==> src/rtl/instmem_loader_ctrl_if.sv <==
// Interface bundling the fetch, loader-control, byte-stream and instruction
// memory signals of instmem_loader_ctrl.
//   slave  : the controller side (drives f_data/f_ready, byte_ready, load
//            status and the memory write/address/data lines).
//   master : the environment side (fetch stage, loader host, byte source
//            and the memory's combinational read data).
interface instmem_loader_ctrl_if #(
    parameter int unsigned ADDR_W = 16,
    parameter int unsigned DATA_W = 32
);
    logic              f_req;
    logic [ADDR_W-1:0] f_addr;
    logic [DATA_W-1:0] f_data;
    logic              f_ready;
    logic              ld_start;
    logic              ld_abort;
    logic [ADDR_W-1:0] ld_base;
    logic [ADDR_W-1:0] ld_len;
    logic              byte_valid;
    logic [7:0]        byte_data;
    logic              byte_ready;
    logic              ld_busy;
    logic              ld_done;
    logic [ADDR_W-1:0] ld_count;
    logic              mem_write;
    logic [ADDR_W-1:0] mem_addr;
    logic [DATA_W-1:0] mem_datain;
    logic [DATA_W-1:0] mem_dataout;

    modport slave (
        input  f_req, f_addr, ld_start, ld_abort, ld_base, ld_len,
               byte_valid, byte_data, mem_dataout,
        output f_data, f_ready, byte_ready, ld_busy, ld_done, ld_count,
               mem_write, mem_addr, mem_datain
    );

    modport master (
        output f_req, f_addr, ld_start, ld_abort, ld_base, ld_len,
               byte_valid, byte_data, mem_dataout,
        input  f_data, f_ready, byte_ready, ld_busy, ld_done, ld_count,
               mem_write, mem_addr, mem_datain
    );
endinterface

==> src/rtl/instmem_loader_ctrl.sv <==
// Instruction-memory loader controller.
// Arbitrates a single-port instruction memory between the fetch path
// (zero-latency combinational reads while idle) and a program loader that
// assembles an incoming byte stream into DATA_W-bit words and writes them to
// consecutive addresses starting at ld_base. Fetch is stalled for the whole
// load.
// Ports:
//   clk   : rising-edge system clock
//   reset : asynchronous, active-low reset
//   bus   : instmem_loader_ctrl_if.slave (fetch, load control, byte stream,
//           memory bus)
module instmem_loader_ctrl #(
    parameter int unsigned ADDR_W     = 16,
    parameter int unsigned DATA_W     = 32,
    parameter bit          BIG_ENDIAN = 1'b1
) (
    input logic                   clk,
    input logic                   reset,
    instmem_loader_ctrl_if.slave  bus
);
    localparam int unsigned NBYTES = DATA_W / 8;
    localparam int unsigned IDX_W  = $clog2(NBYTES) + 1;

    typedef enum logic [1:0] {IDLE, COLLECT, WRITE, DONE} state_t;

    state_t            state_q, state_d;
    logic [IDX_W-1:0]  idx_q;
    logic [DATA_W-1:0] word_q;
    logic [DATA_W-1:0] word_shift;
    logic [ADDR_W-1:0] base_q;
    logic [ADDR_W-1:0] len_q;
    logic [ADDR_W-1:0] count_q;
    logic [ADDR_W-1:0] count_inc;
    logic              last_byte;
    logic              mem_write_q;
    logic              byte_ready_q;
    logic              ld_busy_q;
    logic              ld_done_q;
    logic              fetch_en_q;

    assign count_inc = count_q + ADDR_W'(1);
    assign last_byte = (idx_q == IDX_W'(NBYTES - 1));

    // Shift the incoming byte in so that after NBYTES bytes the first one
    // sits in the most (big-endian) or least (little-endian) significant byte.
    always_comb begin
        if (BIG_ENDIAN) begin
            word_shift = (word_q << 8) | DATA_W'(bus.byte_data);
        end else begin
            word_shift = (word_q >> 8) | (DATA_W'(bus.byte_data) << (DATA_W - 8));
        end
    end

    always_comb begin
        state_d = state_q;
        case (state_q)
            IDLE: begin
                if (bus.ld_start) begin
                    state_d = (bus.ld_len == '0) ? DONE : COLLECT;
                end
            end
            COLLECT: begin
                if (bus.ld_abort) begin
                    state_d = IDLE;
                end else if (bus.byte_valid && last_byte) begin
                    state_d = WRITE;
                end
            end
            WRITE: begin
                if (bus.ld_abort) begin
                    state_d = IDLE;
                end else if (count_inc == len_q) begin
                    state_d = DONE;
                end else begin
                    state_d = COLLECT;
                end
            end
            default: state_d = IDLE;
        endcase
    end

    // Status/strobe outputs are registered from the next state, so they line
    // up with state_q; fetch_en_q also keeps f_ready low while in reset.
    always_ff @(posedge clk or negedge reset) begin
        if (!reset) begin
            state_q      <= IDLE;
            idx_q        <= '0;
            word_q       <= '0;
            base_q       <= '0;
            len_q        <= '0;
            count_q      <= '0;
            mem_write_q  <= 1'b0;
            byte_ready_q <= 1'b0;
            ld_busy_q    <= 1'b0;
            ld_done_q    <= 1'b0;
            fetch_en_q   <= 1'b0;
        end else begin
            state_q      <= state_d;
            mem_write_q  <= (state_d == WRITE);
            byte_ready_q <= (state_d == COLLECT);
            ld_busy_q    <= (state_d != IDLE);
            ld_done_q    <= (state_d == DONE);
            fetch_en_q   <= (state_d == IDLE);
            case (state_q)
                IDLE: begin
                    if (bus.ld_start) begin
                        base_q  <= bus.ld_base;
                        len_q   <= bus.ld_len;
                        count_q <= '0;
                        idx_q   <= '0;
                        word_q  <= '0;
                    end
                end
                COLLECT: begin
                    if (bus.ld_abort) begin
                        idx_q  <= '0;
                        word_q <= '0;
                    end else if (bus.byte_valid) begin
                        word_q <= word_shift;
                        idx_q  <= idx_q + IDX_W'(1);
                    end
                end
                WRITE: begin
                    // An abort here still lets the write complete and count.
                    count_q <= count_inc;
                    idx_q   <= '0;
                end
                default: ;
            endcase
        end
    end

    assign bus.f_ready    = bus.f_req & fetch_en_q;
    assign bus.f_data     = bus.mem_dataout;
    assign bus.byte_ready = byte_ready_q;
    assign bus.ld_busy    = ld_busy_q;
    assign bus.ld_done    = ld_done_q;
    assign bus.ld_count   = count_q;
    assign bus.mem_write  = mem_write_q;
    assign bus.mem_addr   = mem_write_q ? (base_q + count_q) : bus.f_addr;
    assign bus.mem_datain = word_q;
endmodule

==> src/flat_wrapper.sv <==
// flat-port wrapper written by rule: the top's interface ports become plain ports
module instmem_loader_ctrl_flat 
#(
    parameter int unsigned ADDR_W     = 16,
    parameter int unsigned DATA_W     = 32,
    parameter bit          BIG_ENDIAN = 1'b1
)
  (clk, reset, bus_f_req, bus_f_addr, bus_ld_start, bus_ld_abort, bus_ld_base, bus_ld_len, bus_byte_valid, bus_byte_data, bus_mem_dataout, bus_f_data, bus_f_ready, bus_byte_ready, bus_ld_busy, bus_ld_done, bus_ld_count, bus_mem_write, bus_mem_addr, bus_mem_datain);
  instmem_loader_ctrl_if #(.ADDR_W(ADDR_W), .DATA_W(DATA_W)) bus_i ();
  input logic clk;
  input logic reset;
  input wire logic [$bits(bus_i.f_req)-1:0] bus_f_req;
  input wire logic [$bits(bus_i.f_addr)-1:0] bus_f_addr;
  input wire logic [$bits(bus_i.ld_start)-1:0] bus_ld_start;
  input wire logic [$bits(bus_i.ld_abort)-1:0] bus_ld_abort;
  input wire logic [$bits(bus_i.ld_base)-1:0] bus_ld_base;
  input wire logic [$bits(bus_i.ld_len)-1:0] bus_ld_len;
  input wire logic [$bits(bus_i.byte_valid)-1:0] bus_byte_valid;
  input wire logic [$bits(bus_i.byte_data)-1:0] bus_byte_data;
  input wire logic [$bits(bus_i.mem_dataout)-1:0] bus_mem_dataout;
  output wire logic [$bits(bus_i.f_data)-1:0] bus_f_data;
  output wire logic [$bits(bus_i.f_ready)-1:0] bus_f_ready;
  output wire logic [$bits(bus_i.byte_ready)-1:0] bus_byte_ready;
  output wire logic [$bits(bus_i.ld_busy)-1:0] bus_ld_busy;
  output wire logic [$bits(bus_i.ld_done)-1:0] bus_ld_done;
  output wire logic [$bits(bus_i.ld_count)-1:0] bus_ld_count;
  output wire logic [$bits(bus_i.mem_write)-1:0] bus_mem_write;
  output wire logic [$bits(bus_i.mem_addr)-1:0] bus_mem_addr;
  output wire logic [$bits(bus_i.mem_datain)-1:0] bus_mem_datain;
  assign bus_i.f_req = bus_f_req;
  assign bus_i.f_addr = bus_f_addr;
  assign bus_i.ld_start = bus_ld_start;
  assign bus_i.ld_abort = bus_ld_abort;
  assign bus_i.ld_base = bus_ld_base;
  assign bus_i.ld_len = bus_ld_len;
  assign bus_i.byte_valid = bus_byte_valid;
  assign bus_i.byte_data = bus_byte_data;
  assign bus_i.mem_dataout = bus_mem_dataout;
  assign bus_f_data = bus_i.f_data;
  assign bus_f_ready = bus_i.f_ready;
  assign bus_byte_ready = bus_i.byte_ready;
  assign bus_ld_busy = bus_i.ld_busy;
  assign bus_ld_done = bus_i.ld_done;
  assign bus_ld_count = bus_i.ld_count;
  assign bus_mem_write = bus_i.mem_write;
  assign bus_mem_addr = bus_i.mem_addr;
  assign bus_mem_datain = bus_i.mem_datain;
  instmem_loader_ctrl #(.ADDR_W(ADDR_W), .DATA_W(DATA_W), .BIG_ENDIAN(BIG_ENDIAN)) u_core (.clk(clk), .reset(reset), .bus(bus_i));
endmodule
==> config.mk <==
export PLATFORM = sky130hd
export DESIGN_NAME = instmem_loader_ctrl_flat
export DESIGN_NICKNAME = d
export VERILOG_FILES = /design/src/rtl/instmem_loader_ctrl_if.sv /design/src/rtl/instmem_loader_ctrl.sv /design/src/flat_wrapper.sv
export SDC_FILE = /design/constraint.sdc
export NUM_CORES = 1
export LEC_CHECK = 0
export CAP_MARGIN = 20
export CELL_PAD_IN_SITES_DETAIL_PLACEMENT = 2
export CELL_PAD_IN_SITES_GLOBAL_PLACEMENT = 2
export CORE_ASPECT_RATIO = 0.75
export CORE_MARGIN = 3
export CORE_UTILIZATION = 28
export DETAILED_ROUTE_END_ITERATION = 12
export GPL_ROUTABILITY_DRIVEN = 0
export PLACE_DENSITY_LB_ADDON = 0.1
export SLEW_MARGIN = 15
export SYNTH_ARGS = -nofsm -noshare
export SYNTH_HDL_FRONTEND = slang
export SYNTH_SLANG_ARGS = --single-unit
==> constraint.sdc <==
create_clock -name clk -period 6.9 [get_ports clk]
set_input_delay 1.38 -clock clk [delete_from_list [all_inputs] [get_ports clk]]
set_output_delay 1.38 -clock clk [all_outputs]
set_load 0.02 [all_outputs]
==> results of run 1 <==
[per-stage QoR]
step	hold WS (ps)	area [um^2]	total power, W	std cells
after CTS	486	6950	0.00154	913
after floorplan	457	5320	0.000864	576
after global routing	512	6950	0.00160	913
after detailed placement	470	6630	0.000992	897
final	476	6950	0.00151	913
after global placement	448	6630	0.000978	897
[cells in the mapped netlist, types with 4 or more instances]
cell	instances	area (um^2)
ha_1	18	225
xnor2_1	19	166
mux2_2	38	428
a21o_1	4	30.0
buf_4	32	240
inv_1	13	48.8
a211oi_1	5	37.5
nor3_1	5	25.0
nor4_1	6	37.5
nand3_1	41	205
a31oi_1	6	37.5
nand4_1	9	56.3
xor2_1	11	96.3
buf_2	6	30.0
a21oi_1	18	90.1
o22ai_1	4	25.0
nand2_1	95	357
clkbuf_1	21	78.8
o31ai_1	10	75.1
dfrtp_1	90	2250
nor2b_1	6	37.5
and3_1	4	25.0
nor2_1	30	113
o21ai_0	32	160
nand2b_1	4	25.0
[power breakdown]
group          switching [W]  total (W)  internal, W
clock network       0.000229   0.000532     0.000303
logic               0.000177   0.000344     0.000167
registers          0.0000486   0.000634     0.000586
total               0.000454    0.00151      0.00106
[worst paths after layout]
| check | end |
|---|---|
| max | bus_mem_addr[14] |
| min | u_core.bus.mem_datain[28]$_DFFE_PN0P_ |
| max reg2reg | u_core.bus.byte_ready$_DFF_PN0_ |
| min reg2reg | u_core.bus.mem_datain[28]$_DFFE_PN0P_ |
| max in group asynchronous | u_core.bus.ld_count[5]$_DFFE_PN0P_ |
| min in group asynchronous | u_core.bus.mem_datain[29]$_DFFE_PN0P_ |
[state kept, by name, summed over array words and instances (netlist names)]
register               cells
u_core.bus.mem_datain     32
u_core.bus.mem_write       1
u_core.fetch_en_q          1
u_core.bus.byte_ready      1
u_core.base_q             16
u_core.bus.ld_done         1
u_core.len_q              16
u_core.bus.ld_count       16
u_core.state_q             2
u_core.idx_q               3
u_core.bus.ld_busy         1
[routing by layer]
| layer | global-route usage | share of wire | vias up |
|---|---|---|---|
| li1 | - | - | 2160 |
| met1 | 0.265 | 0.51 | 2269 |
| met2 | 0.250 | 0.42 | 107 |
| met3 | 0.0450 | 0.051 | 31 |
| met4 | 0.0429 | 0.016 | 0 |
| met5 | 0 | 0 | - |
[cells by family (layout without fill, tap and decap cells)]
group	Yosys count	after routing	synth area share
multiplexers	40	40	0.0841
flip-flops	90	90	0.423
XOR/XNOR	30	30	0.0494
AO/OA/AOI/OAI	102	102	0.123
adder cells (fa/ha/maj)	19	19	0.0461
buffers and inverters	74	164	0.0764
AND/OR/NAND/NOR	221	221	0.198
[placed cells by master (no fill, tap or decap), types with 3 or more instances in the layout]
master           synthesis  final
a211oi_1                 5      4
a21o_1                   4      4
a21oi_1                 18     18
a31oi_1                  6      6
and2_1                   3      3
and3_1                   4      4
and4_1                   3      3
buf_4                   32      6
clkbuf_16                0      9
clkdlybuf4s50_1          0    129
dfrtp_1                 90     90
ha_1                    18     18
inv_1                   13     13
mux2_2                  38     38
nand2_1                 95     95
nand2b_1                 4      4
nand3_1                 41     41
nand4_1                  9      9
nor2_1                  30     28
nor2b_1                  6      6
nor3_1                   5      5
nor4_1                   6      6
o21a_1                   3      3
o21ai_0                 32     32
o22ai_1                  4      4
o31ai_1                 10     10
xnor2_1                 19     19
xor2_1                  11     11
[layout make-up]
type | instances | area (um^2) | share of cell area
Timing Repair Buffer | 135 | 1340 | 0.192
Clock buffer | 11 | 253 | 0.0364
Inverter | 13 | 48.8 | 0.00702
Clock inverter | 5 | 60.1 | 0.00864
Tap cell | 247 | 309 | 0.0445
Sequential cell | 90 | 2250 | 0.324
Multi-Input combinational cell | 412 | 2690 | 0.387
[worst max-delay path: cells and delay by family, from the launching register on]
| kind | cells | cell delay, ps |
|---|---|---|
| AND/OR/NAND/NOR | 3 | 1160 |
| AO/OA/AOI/OAI | 3 | 640 |
| buffers and inverters | 1 | 630 |
| flip-flops | 1 | 530 |
| adder cells (fa/ha/maj) | 1 | 450 |
==> results.md, run 1 <==
- Status: completed
- Worst setup margin: 1760 ps
- Final Cycle Share: 0.746
- Die X: 165 um
- Die ar.: 0.0207 mm^2
- Yosys Warn Count: 0
- Final wirelength: 17,900 um
- Clk sinks: 90
- Critical-path top delay cell: clkdlybuf4s50_1
- Worst Reg-to-Reg Cells: 6
- Wirelength per Cell: 19.6 um
- Slew @ Worst Pin: 1010 ps
- Arr. time, crit path: roughly 3800 ps
- Largest net degree at the start of global routing: 74
- Leakage power total: about 3 nW
- Worst IR Drop VDD: 0.000102 V
- Hpwl dp: 13,300 um
- Max-slew violation count: 0
- Async S/R FF share, synth: 1.00
- CTS Buffer Depth: 2
- Avg Cell Area, Syn: 9.24 um^2
- Initial antenna violation count: 0
- Layout cell share with drive strength beyond 1: 0.108
- Post-CTS Setup Bufs: 0
- Min-Delay Path Class: flop to flop
- Core Util, Final: 0.374
- Crit path from: u_core.bus.ld_count[8]$_DFFE_PN0P_
- I/O pin cnt: just under 200
- # DRC: 0
- Max FO, Critical Path: 12
- GR Util All Layers: 0.176
- Clock Latency Late Sink: 350 ps
- Syn Nets: 689
- Final ANT Viol Nets: 0
- Rel. slew slack: 0.327
- Initial core utilization: 0.287
- Reg-to-reg startpoint: u_core.state_q[0]$_DFF_PN0_
- Power Dens Cells: about 220 mW/mm^2
- DR pass1 iterations: 4
- Vias/cell: 5.00
- Synthesized area: 0.00532 mm^2
- Core area: 0.0186 mm^2
- Top_reg_cell synth: dfrtp_1
- Final #Nets: 774
- Grt ovf: 0
- Area grow syn2layout: 30.5%
- Vias: 4,567
- Fillers: 2,029
- Pre-CTS worst setup slack: around 2100 ps
- Num CTS Buffers: 9
- Tmin final: 5140 ps
- Library cells used by synthesis: 60
- H-tree depth: 3
- Diodes inserted: 0
- Critical path class: flop to primary output
- PortBufs: 130
- Chip Height: about 130 um
- Post-synthesis sequential area ratio: 0.423
- Crit end category: primary output
- Post-CTS sizing: 0
- Worst Path Required: 5520 ps
- CTS tree: built
- Root buffer cell: clkbuf_16
- First-pass GRT wire length: ~28,000 um
- Row Count: 43
- Worst Skew: ~9.6 ps
- Worst-path clk slew: 70 ps
- Vias in the first global route: 4,919
- Fin Setup TNS: 0 ps
- CP cell instances: ha_1 -> and3_4 -> a31o_1 -> or4_1 -> o22a_1 -> or4b_1 -> a31oi_1 -> clkdlybuf4s50_1
- Hold_sp: u_core.bus.mem_datain[28]$_DFFE_PN0P_
- Setup violations, final: 0
- Worst reg2reg setup slack: 3970 ps
- Max-cap violations: 0
- Final Hold Vio Count: 0
- Post-synth EDFFs: 0
- Unrepaired setup endpoints after global routing: false
- CP Launch Type: flop
- Cells after Synth: 576
- CP max stage delay: 630 ps
- CTS Hold Bufs: 0
- Yosys reg bits: 90
- Drt initial violations: between 150 and 200
- Hold Path Stages: 2
- Highest clock rate: 0.194 GHz
Note: power is estimated with default switching activity, not from simulation.
==> run 2, diff against run 1 <==
--- a/config.mk
+++ b/config.mk
@@ -10,7 +10,7 @@
 export CELL_PAD_IN_SITES_GLOBAL_PLACEMENT = 2
 export CORE_ASPECT_RATIO = 0.75
 export CORE_MARGIN = 3
-export CORE_UTILIZATION = 28
+export CORE_UTILIZATION = 24
 export DETAILED_ROUTE_END_ITERATION = 12
 export GPL_ROUTABILITY_DRIVEN = 0
 export PLACE_DENSITY_LB_ADDON = 0.1
==> constraint.sdc (replaced) <==
create_clock -name clk -period 4.3 [get_ports clk]
set_input_delay 0.86 -clock clk [delete_from_list [all_inputs] [get_ports clk]]
set_output_delay 0.86 -clock clk [all_outputs]
set_load 0.02 [all_outputs]
==> results.md, run 2 (same netlist as run 1, synthesis figures left out) <==
- Fillers: 2,334 (+15%)
- PortBufs: 130 (unchanged)
- Critical-path top delay cell: clkdlybuf4s50_1
- Clk sinks: 90 (unchanged)
- Core area: 0.0215 mm^2 (+16%)
- Max FO, Critical Path: 5 (-7)
- Slew @ Worst Pin: 939 ps (-65.8 ps)
- Root buffer cell: clkbuf_16
- Reg2reg end: u_core.bus.byte_ready$_DFF_PN0_
- Drt initial violations: 151 (-2.6%)
- DR pass1 iterations: 4 (unchanged)
- Fin Setup TNS: 0 ps (unchanged)
- Die X: 178 um (+7.7%)
- H-tree depth: 3 (unchanged)
- Worst reg2reg setup slack: 1600 ps (-2370 ps)
- GRT Max-Usage Layer: met1
- Grt ovf: 0 (unchanged)
- Status: completed
- Crit path from: u_core.bus.ld_count[7]$_DFFE_PN0P_
- Worst Reg-to-Reg Cells: 8 (+2)
- Num CTS Buffers: 9 (unchanged)
- Area grow syn2layout: 33.2%
- Worst Skew: 5.80 ps (-3.83 ps)
- Max-cap violations: 0 (unchanged)
- # DRC: 0 (unchanged)
- GR Util All Layers: 0.161 (-0.0151)
- Diodes inserted: 0 (unchanged)
- Critical path class: flop to primary output
- First-pass GRT wire length: 30,100 um (+5.7%)
- Vias: 4,602 (+0.77%)
- Commonest non-fill, non-tap cell in the layout: clkdlybuf4s50_1
- Power Dens Cells: 343 mW/mm^2 (+58%)
- Vias in the first global route: 5,116 (+4.0%)
- Final ANT Viol Nets: 0 (unchanged)
- Rel. slew slack: 0.374 (+0.0463)
- CTS tree: built
- Hold Path Stages: 2 (unchanged)
- Wirelength per Cell: 19.4 um (-1.1%)
- Final wirelength: 18,700 um (+4.5%)
- Unrepaired setup endpoints after global routing: false
- Most frequent cells in the layout: 127 x clkdlybuf4s50_1, 95 x nand2_1, 89 x dfrtp_1
- CP Launch Type: flop
- Global Route met2 Usage: 0.236 (-0.0143)
- Max-slew violation count: 0 (unchanged)
- Final Cycle Share: 0.972
- Register area: 0.00225 mm^2 (about the same)
- Pre-CTS worst setup slack: 190 ps (-1960 ps)
- Worst Path Required: 3440 ps (-2080 ps)
- Setup violations, final: 0 (unchanged)
- Largest net degree at the start of global routing: 69 (-6.8%)
- Row Count: 46 (+7.0%)
- Chip Height: 135 um (+7.6%)
- CP cell instances: ha_1 -> and3_4 -> a31o_1 -> or4_1 -> o22a_1 -> xor2_1 -> mux2_2 -> clkdlybuf4s50_1
- CP max stage delay: 530 ps (-100 ps)
- Final Hold Vio Count: 0 (unchanged)
- Hpwl dp: 14,200 um (+7.1%)
- Initial antenna violation count: 0 (unchanged)
- Vias/cell: 4.77 (-4.7%)
- Core Util, Final: 0.330 (-0.0439)
- I/O pin cnt: 195 (unchanged)
- Post-CTS Setup Bufs: 0 (unchanged)
- Worst setup margin: 120 ps (-1630 ps)
- Met3 GRT Util: 0.0349 (-0.0102)
- Highest clock rate: 0.239 GHz
- Tot Pwr: 0.00243 W (+61%)
- Clock Latency Late Sink: 350 ps (about the same)
- Final #Nets: 787 (+1.7%)
- Multi-input combinational cell area: 0.00269 mm^2 (about the same)
- Grt met1 use: 0.239 (-0.0265)
- Max FFs per register: 32 (unchanged)
- Leakage power total: 3.04 nW (+2.6%)
- Reg-to-reg startpoint: u_core.bus.ld_count[0]$_DFFE_PN0P_
- Initial core utilization: 0.248 (-0.0388)
- Die ar.: 0.0240 mm^2 (+16%)
- Worst IR Drop VDD: 0.000172 V (+68%)
- Tmin final: 4180 ps
- Worst hold slack: 472 ps (-4.15 ps)
- Worst-path clk slew: 60 ps (about the same)
- Layout cell share with drive strength beyond 1: 0.124 (+0.0160)
- Arr. time, crit path: 3320 ps (-440 ps)
- Crit end category: primary output
- CP endpoint: bus_mem_addr[12]
- CTS Buffer Depth: 2 (unchanged)
- Min-Delay Path Class: flop to flop
[run 2: changes by cell type in the layout (fill, tap and decap cells not counted), sizes merged]
cell / delta
bufinv: +1
dlymetal6s2s: +1
buf: +13
inv: -2
clkdlybuf4s50: -2
clkbuf: +1
clkinvlp: -1
[run 2: worst max-delay path, delay by kind of cell, from the launching register on]
kind	cells	cell delay [ps]
fa+ha+maj	1	400
compound gates	2	480
flops	1	410
mux	1	280
simple gates	2	710
buf+inv	1	530
xor+xnor	1	170
[run 2: routing by layer]
metal / vias to the layer above / share of wire
met3: 30 / 0.042
met4: 0 / 0.014
met1: 2286 / 0.53
met2: 99 / 0.42
met5: - / 0
li1: 2187 / -
[run 2: final cells by class]
type,count,area share
Multi-Input combinational cell,412,0.379
Sequential cell,90,0.318
Timing Repair Buffer,148,0.202
Tap cell,288,0.0508
Clock buffer,11,0.0342
Clock inverter,3,0.00917
Inverter,13,0.00688
[run 2: worst min path at each step]
stage	end	slack, ps	from
finish	u_core.bus.mem_datain[31]$_DFFE_PN0P_	470	u_core.bus.mem_datain[31]$_DFFE_PN0P_
global route	u_core.bus.mem_datain[31]$_DFFE_PN0P_	500	u_core.bus.mem_datain[31]$_DFFE_PN0P_
CTS	u_core.bus.mem_datain[31]$_DFFE_PN0P_	480	u_core.bus.mem_datain[31]$_DFFE_PN0P_
detailed placement	u_core.bus.mem_datain[31]$_DFFE_PN0P_	460	u_core.bus.mem_datain[31]$_DFFE_PN0P_
global placement	u_core.bus.mem_datain[31]$_DFFE_PN0P_	450	u_core.bus.mem_datain[31]$_DFFE_PN0P_
floorplan	u_core.idx_q[0]$_DFFE_PN0P_	460	u_core.idx_q[0]$_DFFE_PN0P_
[run 2: timing repair]
action                                  4_1_cts  5_1_grt
gates resized for setup                       1        6
hold buffers                                  0        0
endpoints found under the setup margin        1        4
[run 2: power by group]
group	switching [W]	internal [W]	total, W
Combinational	0.000288	0.000270	0.000558
Sequential	0.0000750	0.000940	0.00102
Clock	0.000339	0.000519	0.000858
[run 2: stage by stage]
| step | instances | instance area [um^2] |
|---|---|---|
| floorplan | 576 | 5320 |
| global placement | 950 | 6780 |
| detailed placement | 950 | 6780 |
| CTS | 964 | 7080 |
| global route | 965 | 7090 |
| finish | 965 | 7090 |
==> run 3, diff against run 2 <==
--- a/config.mk
+++ b/config.mk
@@ -13,6 +13,7 @@
 export CORE_UTILIZATION = 24
 export DETAILED_ROUTE_END_ITERATION = 12
 export GPL_ROUTABILITY_DRIVEN = 0
+export HOLD_SLACK_MARGIN = 0.02
 export PLACE_DENSITY_LB_ADDON = 0.1
 export SLEW_MARGIN = 15
 export SYNTH_ARGS = -nofsm -noshare
==> results of run 3 <==
The final DEF is identical to that of run 2; final timing and power are the same.
